==> config.mk <==
export PLATFORM = sky130hd
export DESIGN_NAME = atm_controller
export DESIGN_NICKNAME = d
export VERILOG_FILES = /design/src/rtl/atm_pkg.sv /design/src/rtl/atm_balance_unit.sv /design/src/rtl/atm_controller.sv
export SDC_FILE = /design/constraint.sdc
export NUM_CORES = 1
export LEC_CHECK = 0
export CAP_MARGIN = 20
export CORE_MARGIN = 4
export CORE_UTILIZATION = 51
export DETAILED_ROUTE_END_ITERATION = 8
export GPL_TIMING_DRIVEN = 1
export PLACE_DENSITY = 0.89
export SYNTH_ARGS = -nofsm -noshare
export SYNTH_HDL_FRONTEND = slang
export SYNTH_SLANG_ARGS = --single-unit
==> constraint.sdc <==
create_clock -name clk -period 2.7 [get_ports clk]
set_clock_uncertainty 0.05 [all_clocks]
set_input_delay 0.81 -clock clk [delete_from_list [all_inputs] [get_ports clk]]
set_output_delay 0.81 -clock clk [all_outputs]
set_load 0.02 [all_outputs]
==> src/rtl/atm_pkg.sv <==
// Shared types and constants for the ATM session controller.
// Latency: none (types, constants and a pure helper function only).
// Backpressure: not applicable.
package atm_pkg;

  // Session states, in the order a normal session walks through them
  typedef enum logic [2:0] {
    ST_IDLE,
    ST_LANG,
    ST_PIN,
    ST_MENU,
    ST_WITHDRAW,
    ST_DEPOSIT,
    ST_BALANCE,
    ST_EXIT
  } state_t;

  // Menu operation codes as presented on the Operation input
  localparam logic [1:0] OP_WITHDRAW = 2'd0;
  localparam logic [1:0] OP_DEPOSIT  = 2'd1;
  localparam logic [1:0] OP_BALANCE  = 2'd2;
  localparam logic [1:0] OP_EXIT     = 2'd3;

  // Defaults for the accepted PIN and the balance loaded at reset
  localparam logic [3:0] DEF_PIN_CODE     = 4'b1101;
  localparam logic [7:0] DEF_INIT_BALANCE = 8'd100;

  // Balance plus deposit, clamped at 255 instead of wrapping
  function automatic logic [7:0] sat_add(input logic [7:0] a, input logic [4:0] b);
    logic [8:0] sum;
    sum = {1'b0, a} + {4'b0000, b};
    return sum[8] ? 8'hFF : sum[7:0];
  endfunction

endpackage

==> src/rtl/atm_balance_unit.sv <==
// Account balance register with checked withdraw and saturating deposit.
// Latency: update lands one clk after the request; wd_ok is combinational.
// Backpressure: none; a withdraw larger than the balance is simply not applied.
module atm_balance_unit
  import atm_pkg::*;
#(
  parameter logic [7:0] INIT_BALANCE = DEF_INIT_BALANCE
) (
  input  logic       clk,
  input  logic       rst_n,
  input  logic       wd_req,
  input  logic       dep_req,
  input  logic [5:0] wd_amt,
  input  logic [4:0] dep_amt,
  output logic [7:0] cb,
  output logic       wd_ok
);

  logic [7:0] cb_q;
  logic [7:0] cb_d;

  // Next balance: withdraw only when covered, deposit clamps at 255
  always_comb begin
    wd_ok = ({2'b00, wd_amt} <= cb_q);
    cb_d  = cb_q;
    if (wd_req && wd_ok) begin
      cb_d = cb_q - {2'b00, wd_amt};
    end else if (dep_req) begin
      cb_d = sat_add(cb_q, dep_amt);
    end
  end

  // Balance register; only reset restores the initial balance
  always_ff @(posedge clk or negedge rst_n) begin
    if (!rst_n) begin
      cb_q <= INIT_BALANCE;
    end else begin
      cb_q <= cb_d;
    end
  end

  assign cb = cb_q;

endmodule

==> src/rtl/atm_controller.sv <==
// ATM session FSM: card, language, PIN with retry limit, then menu operations.
// Latency: each operation completes one clk after entering its state.
// Backpressure: none; panel levels are sampled every cycle, withdraw waits for funds.
module atm_controller
  import atm_pkg::*;
#(
  parameter logic [7:0] INIT_BALANCE = DEF_INIT_BALANCE,
  parameter logic [3:0] PIN_CODE     = DEF_PIN_CODE,
  parameter int         MAX_TRIES    = 3
) (
  input  logic       clk,
  input  logic       rst,
  input  logic       IC,
  input  logic       LC,
  input  logic       Ex,
  input  logic [3:0] Pin,
  input  logic [1:0] Operation,
  input  logic [5:0] WithDraw_Amount,
  input  logic [4:0] Deposit_Amount,
  input  logic       goMain,
  output logic [7:0] CB,
  output logic [7:0] FinalBalance
);

  localparam int             TW    = (MAX_TRIES < 2) ? 1 : $clog2(MAX_TRIES + 1);
  localparam logic [TW-1:0]  MAX_T = TW'(MAX_TRIES);

  state_t        state_q, state_d;
  logic [TW-1:0] tries_q, tries_d;
  logic [TW-1:0] tries_inc;
  logic          armed_q, armed_d;
  logic [1:0]    last_op_q, last_op_d;
  logic [7:0]    fb_q, fb_d;

  logic          wd_req;
  logic          dep_req;
  logic          wd_ok;
  logic [7:0]    cb;

  assign tries_inc = tries_q + TW'(1);

  atm_balance_unit #(
    .INIT_BALANCE (INIT_BALANCE)
  ) u_balance (
    .clk     (clk),
    .rst_n   (rst),
    .wd_req  (wd_req),
    .dep_req (dep_req),
    .wd_amt  (WithDraw_Amount),
    .dep_amt (Deposit_Amount),
    .cb      (cb),
    .wd_ok   (wd_ok)
  );

  // Next state and per-state actions; an abort overrides the state's own action
  always_comb begin
    state_d   = state_q;
    tries_d   = tries_q;
    armed_d   = armed_q;
    last_op_d = last_op_q;
    fb_d      = fb_q;
    wd_req    = 1'b0;
    dep_req   = 1'b0;

    if ((state_q != ST_IDLE) && Ex) begin
      state_d = ST_EXIT;
    end else if ((state_q != ST_IDLE) && !IC) begin
      state_d = ST_IDLE;
    end else begin
      case (state_q)
        ST_IDLE: begin
          tries_d = '0;
          if (IC) state_d = ST_LANG;
        end
        ST_LANG: begin
          if (LC) state_d = ST_PIN;
        end
        ST_PIN: begin
          if (Pin == PIN_CODE) begin
            state_d = ST_MENU;
            armed_d = 1'b1;
          end else begin
            tries_d = tries_inc;
            if (tries_inc == MAX_T) state_d = ST_IDLE;
          end
        end
        ST_MENU: begin
          // Holding the same selection must not repeat it; arming or a new code dispatches
          if (armed_q || (Operation != last_op_q) || goMain) begin
            last_op_d = Operation;
            armed_d   = 1'b0;
            case (Operation)
              OP_WITHDRAW: state_d = ST_WITHDRAW;
              OP_DEPOSIT:  state_d = ST_DEPOSIT;
              OP_BALANCE:  state_d = ST_BALANCE;
              default:     state_d = ST_EXIT;
            endcase
          end
        end
        ST_WITHDRAW: begin
          if (goMain) begin
            state_d = ST_MENU;
            armed_d = 1'b1;
          end else begin
            wd_req = 1'b1;
            if (wd_ok) state_d = ST_MENU;
          end
        end
        ST_DEPOSIT: begin
          dep_req = 1'b1;
          state_d = ST_MENU;
        end
        ST_BALANCE: begin
          fb_d    = cb;
          state_d = ST_MENU;
        end
        ST_EXIT: begin
          fb_d    = cb;
          state_d = ST_IDLE;
        end
        default: begin
          state_d = ST_IDLE;
        end
      endcase
    end
  end

  // Session registers
  always_ff @(posedge clk or negedge rst) begin
    if (!rst) begin
      state_q   <= ST_IDLE;
      tries_q   <= '0;
      armed_q   <= 1'b0;
      last_op_q <= 2'd0;
      fb_q      <= 8'd0;
    end else begin
      state_q   <= state_d;
      tries_q   <= tries_d;
      armed_q   <= armed_d;
      last_op_q <= last_op_d;
      fb_q      <= fb_d;
    end
  end

  assign CB           = cb;
  assign FinalBalance = fb_q;

endmodule

### Word-level counts from Yosys, hierarchy flattened

Cells that the tools add are included.

* register bits after elaboration: 24
* latch bits: 0
* RAM bits: 0
* memory bits (read-only): 0
* input bits: 23
* output and inout bits: 16
* word-level logic and storage cells: 79
* memories kept: 0

* add/sub/neg operators: 3
* multipliers: 0
* divide/modulo/power cells: 0
* magnitude comparators: 1
* equal/unequal tests: 21
* shift-type cells: 0
* mux-type cells: 27
* bitwise operators: 2
* reduce and logical (&&, ||, !) cells: 19

Operators with widths (number)
* $mux 3: 9
* $mux 8: 3
* $pmux 3 s7: 1
* $eq 3x3->1 const B: 4
* $ne 4x4->1 const B: 3
* $mux 1: 10
* $add 8x5->9: 1
* $le 6x8->1: 1
* $ne 2x2->1 const B: 4
* $reduce_and 4->1: 2
* $sub 8x6->8: 1
* $eq 3x2->1 const B: 2
* $pmux 2 s3: 1
* $reduce_and 6->1: 1
* $reduce_bool 3->1: 2
* $ne 5x4->1 const B: 1
* $ne 5x5->1 const B: 1
* $reduce_and 5->1: 1
* $eq 2x2->1 const B: 2
* $eq 4x4->1 const B: 1
* $pmux 2 s2: 1
* $reduce_bool 2->1: 2
* $reduce_or 2->1: 2
* $eq 3x1->1 const B: 1
* other kinds (12): 16

### Logic depth before layout (Yosys ltp)

Gate-level depths: netlist (run 1).

* depth in word-level cells: 7
* mapped depth: 8
* depth with buffers taken out: 8

### Cells and area by module

A second synthesis (run 1) with hierarchy kept.

* cell total of the unflattened synthesis: 203
* area total of the unflattened synthesis: 1880.6 µm²

By module, submodules not included
* atm_balance_unit: instances 1, cells each 113, area each 973.4 µm², seq. area each 203.9 µm²
* atm_controller: instances 1, cells each 90, area each 907.1 µm², seq. area each 400.4 µm²

### Worst setup path before layout (run 1)

No wires, ideal clock.

* path kind: in2reg
* start: in WithDraw_Amount[0]
* end: reg u_balance.cb_q[7] (netlist: u_balance.cb[7])
* library setup time: 0.138 ns
* arrival time: 2.300 ns
* data required time: 2.512 ns
* slack: 0.212 ns
* cell stages on the path: 7
* buffers on the path: 0
* path through: ha_1 fa_1 nor2b_1 o21ai_1 a31oi_2 a32o_1 a21oi_1

* word-level cells in the longest chain between the ends: 3
* elaborated cells between the ends (all ways): 5
* those cells by class: add/sub (1); order compare (1); mux (1); reduce/logical (2)

Ends and longest elaborated chain
* from (decl): line atm_controller.sv:18 `input logic [5:0] WithDraw_Amount,`
* $le 6x8->1: line atm_balance_unit.sv:24 `wd_ok = ({2'b00, wd_amt} <= cb_q);`
* $logic_and 1x1->1: line atm_balance_unit.sv:26 `if (wd_req && wd_ok) begin`
* $mux 8 or $reduce_bool 2->1 (tied branches)
* to (signal assigned): line atm_balance_unit.sv:36 `cb_q <= INIT_BALANCE;`
* to (signal assigned): line atm_balance_unit.sv:38 `cb_q <= cb_d;`
* to (decl): line atm_balance_unit.sv:19 `logic [7:0] cb_q;`

Parallel ways exist; a longest one is shown, timed or not.
A chain may end at the register's enable or synchronous reset.

### Final worst setup path (run 1)

* start: in Deposit_Amount[0]
* end: reg u_balance.cb_q[4] (netlist: u_balance.cb[4])

* word-level cells in the longest chain between the ends: 4

Ends and longest elaborated chain
* from (decl): line atm_controller.sv:19 `input logic [4:0] Deposit_Amount,`
* $add 8x5->9: line atm_pkg.sv:31 `sum = {1'b0, a} + {4'b0000, b};`
* $mux 8: line atm_pkg.sv:32 `return sum[8] ? 8'hFF : sum[7:0];`
* $mux 8: line atm_balance_unit.sv:28 `end else if (dep_req) begin`
* $mux 8: line atm_balance_unit.sv:26

No other way between the ends. The select of a mux whose other input is x is not followed.

==> results.yml, run 1 <==
timing:
  fmax_mhz: 383
  hold_viol: 0
  layout_setup_ws_ns: 0.0908
  timing.hold.ws_ns: 0.440
  worst_pin_slew_ns: 0.507
  max_slew_margin_pct: 66.0
  fin_crit_ns: 2.61
  fin_crit_sh_pct: 96.6
  setup_viol: 0
  slew_viol_final: 0
die:
  rows: 21
  start_util_pct: 53.5
  ios: 39
  die_area_um2: 4570
  core_region_area_um2: 3390
  die_w_um: 67.6
  die_h_um: 67.6
yosys:
  postSynthAreaPerCell_um2: 9.35
  syn_inst: 194
  yosys_most_used_dff: "dfrtp_1"
  synthDistinctLibCells: 56
  synth_compound_area_share_pct: 23.2
  synth-simple-area-share_pct: 19.1
  synth_area_um2: 1810
  synth_top_family_by_area: "compound AO/OA/AOI/OAI gates"
  synth-async-reset-ratio_pct: 100
  synth_xor_area_share_pct: 2.90
  muxShareOfSynthArea_pct: 7.38
  ys_seq_area_share_pct: 33.3
  synth_fp_nets: 231
  ys_ff_latch: 24
  synth_edf_count: 0
  synthAdderAreaFrac_pct: 10.5
  synth_warnings: 0
pwr:
  switching_share_pct: 42.9
  power_frac_clock_pct: 8.0
  p_comb_share_pct: 61.7
  p_seq_share_pct: 30.4
  ir_worst_vdd_mv: 0.569
  intPower_w: 0.00140
  p_leak_nw: 1.07
  power_density_nw_per_um2: 999
  finalPower_w: 0.00244
  p_sw_w: 0.00105
placement:
  place_hpwl_mm: 3.46
  numPortBuffers: 38
  post_dp_cell_area_um2: 2390
  routabilityCongestion: 0.958
  pre_cts_ws_ns: -0.289
global_route:
  grt.busiest_layer: "met2"
  antenna_found_initial: 0
  grt_max_degree: 25
  grt_usage_pct: 21.4
  grt_pass1_wl_mm: 7.58
  grt_pass1_vias: 1656
  met1_usage_pct: 30.2
  grt.overflow.total: 0
  grtUsageMet3_pct: 2.66
  grt_use_met2_pct: 33.9
run_status:
  status: "complete, no violations"
critical_path:
  cp-start-kind: "input port"
  end_kind: "register"
  crit_path_start: "Deposit_Amount[0]"
  cp.required_ns: 2.86
  r2r_setup_slack_ns: 0.48
  critPathMaxFanout: 2
  critPathKind: "input port to register"
  reg2reg_from: "u_balance.cb[5]$_DFFE_PN1P_"
  cp.arrival_ns: 2.77
  rr_worst_depth: 6
  reg2reg_to: "state_q[0]$_DFFE_PN0P_"
finish:
  diodes: 0
  most-common-layout-cells: "clkdlybuf4s50_1, buf_4, dfrtp_1, nand2_1, o21ai_0"
  fillers: 242
  final_common_cell: "clkdlybuf4s50_1"
  drive_above_1_share_pct: 20.2
  nets: 291
  final_area_um2: 2450
  area_growth_pct: 34.9
clocking:
  cts_max_level: 1
  clk_path_buf_depth: 2
  numCtsBuffers: 3
  cts_tree: "done"
  clk_root_buffer_cell: "clkbuf_4"
  clkLatencyLatePin_ns: 0.33
  ctsHoldBuffers: 0
  clk_pin_slew_ns: 0.12
  cts.sinks: 24
drt:
  viasPerCell: 5.82
  drtAntennaViolNets: 0
  drc: 0
  vias: 1740
  drtIter0Drc: 152
  drt_first_pass_iters: 4
  wirelength_mm: 4.54
  avgRoutedWirePerCell_um: 15.2
worst_hold_path:
  holdCritStartpoint: "FinalBalance[1]$_DFFE_PN0P_"
  hold_path.class: "register to register"
  min_path_cells: 2
  min_to: "FinalBalance[1]$_DFFE_PN0P_"
flow_run:
  maxCapViolations: 0
## worst max-delay path by stage
stage	depth (start not counted)	endpoint
after floorplan	7	u_balance.cb[7]$_DFFE_PN0P_
after global placement	8	state_q[0]$_DFFE_PN0P_
after detailed placement	8	u_balance.cb[4]$_DFFE_PN0P_
after CTS	8	u_balance.cb[4]$_DFFE_PN0P_
after global routing	10	u_balance.cb[7]$_DFFE_PN0P_
final	8	u_balance.cb[4]$_DFFE_PN0P_
## cells by family (layout without fill, tap and decap cells)
kind of cell / Yosys count / after routing
compound gates: 59 / 59
buf+inv: 16 / 75
simple gates: 63 / 63
fa+ha+maj: 14 / 14
mux: 12 / 12
xor+xnor: 6 / 6
flops: 24 / 24
## per-layer routing
| metal | vias up | wire length [um] |
|---|---|---|
| met5 | - | 0 |
| li1 | 854 | - |
| met3 | 11 | 322 |
| met1 | 812 | 2010 |
| met4 | 0 | 103 |
| met2 | 63 | 2100 |
## synthesized netlist by cell type (2+ instances only)
cell type,count,area share (%)
dfrtp_1,21,29
a21o_1,4,1.7
and3_2,2,0.83
nor4_1,2,0.69
a211oi_1,7,2.9
nand3_1,3,0.83
o21a_1,3,1.2
a31oi_1,3,1.0
a211o_1,3,1.4
o22ai_1,4,1.4
xor2_1,4,1.9
xnor2_1,2,0.97
or3_1,3,1.0
o21ai_0,13,3.6
nor2b_1,4,1.4
nand4_1,2,0.69
ha_1,12,8.3
mux2_2,7,4.3
dfstp_2,3,4.3
buf_2,4,1.1
nand2b_1,4,1.4
mux2i_1,4,2.2
clkbuf_1,2,0.41
nor2_1,11,2.3
a21oi_1,6,1.7
fa_1,2,2.2
o211ai_1,2,0.83
inv_1,10,2.1
nor3_1,4,1.1
nand2_1,17,3.5
## state kept, by name, indices dropped and copies added, names as in the netlist
name and flops:
tries_q 2, last_op_q 2, u_balance.cb 8, state_q 3
FinalBalance 8, armed_q 1
## power groups by stage
| stage | logic [W] | registers, W | clock network, W |
|---|---|---|---|
| finish | 0.00151 | 0.000742 | 0.000195 |
| global placement | 0.00142 | 0.000730 | 0 |
| CTS | 0.00148 | 0.000738 | 0.000200 |
| detailed placement | 0.00146 | 0.000746 | 0 |
| floorplan | 0.000789 | 0.000808 | 0 |
| global route | 0.00166 | 0.000775 | 0.000213 |
## metrics by stage
stage               TNS, ns  cells  util, %
floorplan                 0    194        -
global placement      -1.92    294     70.5
detailed placement    -2.44    294     70.5
CTS                       0    298     71.5
global route        -0.0832    299     72.2
finish                    0    299     72.2
## critical path, stage by stage
cell and delay [ns]:
clkdlybuf4s50_1 0.43, ha_1 0.25, fa_2 0.36, nand3_1 0.12, nand2_1 0.09, or3b_2 0.45
a31oi_1 0.16, mux2i_1 0.10
## final cells by class
cell class,count,area [um2],area share (%)
tap,46,57.6,2.35
sequential,24,604,24.7
inverter,10,37.5,1.53
timing repair buffer,61,553,22.6
multi-input combinational,154,1160,47.3
clock buffer,4,36.3,1.48
## timing repair
action | in CTS | in global routing
buffers inserted | 0 | 1
setup endpoints to repair | 0 | 5
resized for setup | 0 | 2
No activity file was read; power rests on OpenSTA's default activity.
==> inputs of run 2 (changes only) <==
--- a/config.mk
+++ b/config.mk
@@ -6,7 +6,6 @@
 export NUM_CORES = 1
 export LEC_CHECK = 0
 export CAP_MARGIN = 20
-export CORE_MARGIN = 4
 export CORE_UTILIZATION = 51
 export DETAILED_ROUTE_END_ITERATION = 8
 export GPL_TIMING_DRIVEN = 1
==> run 2 against run 1 <==
Wire length shrank 0.86%. Count of clock-buffer cells in the layout is the same. First-iteration DRC count shrank 57%. Non-clock buffer count grew 2. Hold slack gained 0.024 ns. Maximum frequency shrank 1.4%. Combinational power is essentially flat. Sequential power is essentially flat. Sequential share of layout area shrank 0.10 points. Highest routed layer unchanged.
==> results.yml, run 2 (same netlist as run 1, synthesis figures left out) <==
timing:
  slew_viol_final: 0
  fin_crit_sh_pct: 98.1
  max_slew_margin_pct: 70.1
  setup_viol: 0
  fmax_mhz: 378
  grt_setup_unrepaired: "false"
  fin_crit_ns: 2.65
  hold_viol: 0
  worst_pin_slew_ns: 0.446
  setup_tns_ns: 0
  layout_setup_ws_ns: 0.0525
pwr:
  ir_worst_vdd_mv: 0.567
  power_density_nw_per_um2: 990
  p_leak_nw: 1.07
placement:
  numPortBuffers: 38
  place_inst: 295
  pre_cts_ws_ns: -0.270
  routabilityCongestion: 0.841
  place_hpwl_mm: 3.47
global_route:
  grt_usage_pct: 25.4
  grt_pass1_vias: 1621
  antenna_found_initial: 0
  grt_pass1_wl_mm: 7.09
  grt_max_degree: 25
  grt.overflow.total: 0
critical_path:
  critPathMaxFanout: 3
  end_kind: "register"
  rr_worst_depth: 6
  cp.required_ns: 2.89
  r2r_setup_slack_ns: 0.45
  cp-start-kind: "input port"
  cp.arrival_ns: 2.83
  reg2reg_from: "u_balance.cb[5]$_DFFE_PN1P_"
  critPathKind: "input port to register"
  reg2reg_to: "state_q[0]$_DFFE_PN0P_"
  crit_path_start: "WithDraw_Amount[4]"
  timing.critical_path.to: "state_q[0]$_DFFE_PN0P_"
flow_run:
  maxCapViolations: 0
finish:
  area_growth_pct: 35.5
  drive_above_1_share_pct: 20.4
  regArea_um2: 604
  stdcell_count: 301
  nets: 293
  multi_input_area_um2: 1160
  most-common-layout-cells: "clkdlybuf4s50_1, buf_4, dfrtp_1, nand2_1, o21ai_0"
  final_common_cell: "clkdlybuf4s50_1"
  diodes: 0
  fillers: 276
die:
  die_area_um2: 3800
  rows: 21
  start_util_pct: 53.9
  ios: 39
  core_region_area_um2: 3360
  die_h_um: 61.6
  die_w_um: 61.6
drt:
  vias: 1781
  avgRoutedWirePerCell_um: 14.9
  drtIter0Drc: 66
  drc: 0
  drt_first_pass_iters: 5
  wirelength_mm: 4.50
  drtAntennaViolNets: 0
  viasPerCell: 5.92
clocking:
  clk_root_buffer_cell: "clkbuf_4"
  clk_pin_slew_ns: 0.14
  cts_tree: "done"
  clk_path_buf_depth: 2
  cts.sinks: 24
  clkLatencyLatePin_ns: 0.33
  ctsHoldBuffers: 0
  cts_max_level: 1
  numCtsBuffers: 3
run_status:
  status: "complete, no violations"
worst_hold_path:
  hold_path.class: "register to register"
==> run 2: changes by cell type in the layout (fill, tap and decap cells not counted) <==
cell / before / now
fa_1: 1 / 2
clkbuf_1: 0 / 1
buf_4: 23 / 24
o21ai_1: 1 / 0
o21ai_2: 0 / 1
fa_2: 1 / 0
buf_6: 0 / 1
clkbuf_8: 1 / 0
==> run 2: worst min-delay path by stage <==
stage	from	endpoint	slack (ns)	cells after the start
2_1_floorplan	armed_q$_DFFE_PN0P_	armed_q$_DFFE_PN0P_	0.41	1
3_3_place_gp	FinalBalance[1]$_DFFE_PN0P_	FinalBalance[1]$_DFFE_PN0P_	0.41	2
3_5_place_dp	armed_q$_DFFE_PN0P_	armed_q$_DFFE_PN0P_	0.44	1
4_1_cts	armed_q$_DFFE_PN0P_	armed_q$_DFFE_PN0P_	0.47	1
6_report	armed_q$_DFFE_PN0P_	armed_q$_DFFE_PN0P_	0.46	1
5_1_grt	armed_q$_DFFE_PN0P_	armed_q$_DFFE_PN0P_	0.49	1
==> run 2: area by class of cell <==
cell class	instances	share of cell area [%]
multi-input combinational	154	47.2
sequential	24	24.6
timing repair buffer	63	23.3
tap	46	2.34
inverter	10	1.53
clock buffer	4	1.07
==> run 2: per-layer routing <==
metal	track usage [%]	share of wire, %
met5	0	0
met1	33.9	44
met4	9.84	2.0
met2	42.1	49
met3	2.94	5.7
==> run 2: timing repair <==
action,CTS,global route
buffers inserted,0,2
gates resized for setup,0,3
endpoints found under the setup margin,0,4
==> run 2: report_power, final <==
part | leakage (nW) | total (W) | internal [W] | switching, W
combinational | 0.771 | 0.00152 | 0.000781 | 0.000740
sequential | 0.286 | 0.000742 | 0.000535 | 0.000207
clock | 0.0150 | 0.000170 | 0.0000580 | 0.000112
total | 1.07 | 0.00243 | 0.00137 | 0.00106
==> run 2: stage by stage <==
step                      cell area [um2]  utilization [%]  hold slack (ns)  total power (W)
after floorplan                      1810                -            0.415          0.00160
after global placement               2400             71.2            0.411          0.00216
after detailed placement             2400             71.2            0.437          0.00222
after CTS                            2420             72.0            0.468          0.00240
after global routing                 2460             73.0            0.488          0.00262
final                                2460             73.0            0.464          0.00243
==> run 2: critical path: stages <==
cell,delay (ns)
clkdlybuf4s50_1,0.45
inv_1,0.04
ha_1,0.29
and3_2,0.25
a41oi_4,0.25
nand4_1,0.17
a21o_1,0.26
mux2_4,0.30
==> inputs of run 3 (changes only) <==
--- a/config.mk
+++ b/config.mk
@@ -8,7 +8,6 @@
 export CAP_MARGIN = 20
 export CORE_UTILIZATION = 51
 export DETAILED_ROUTE_END_ITERATION = 8
-export GPL_TIMING_DRIVEN = 1
 export PLACE_DENSITY = 0.89
 export SYNTH_ARGS = -nofsm -noshare
 export SYNTH_HDL_FRONTEND = slang
==> results of run 3 <==
Final layout, timing and power as in run 2 (identical DEF).
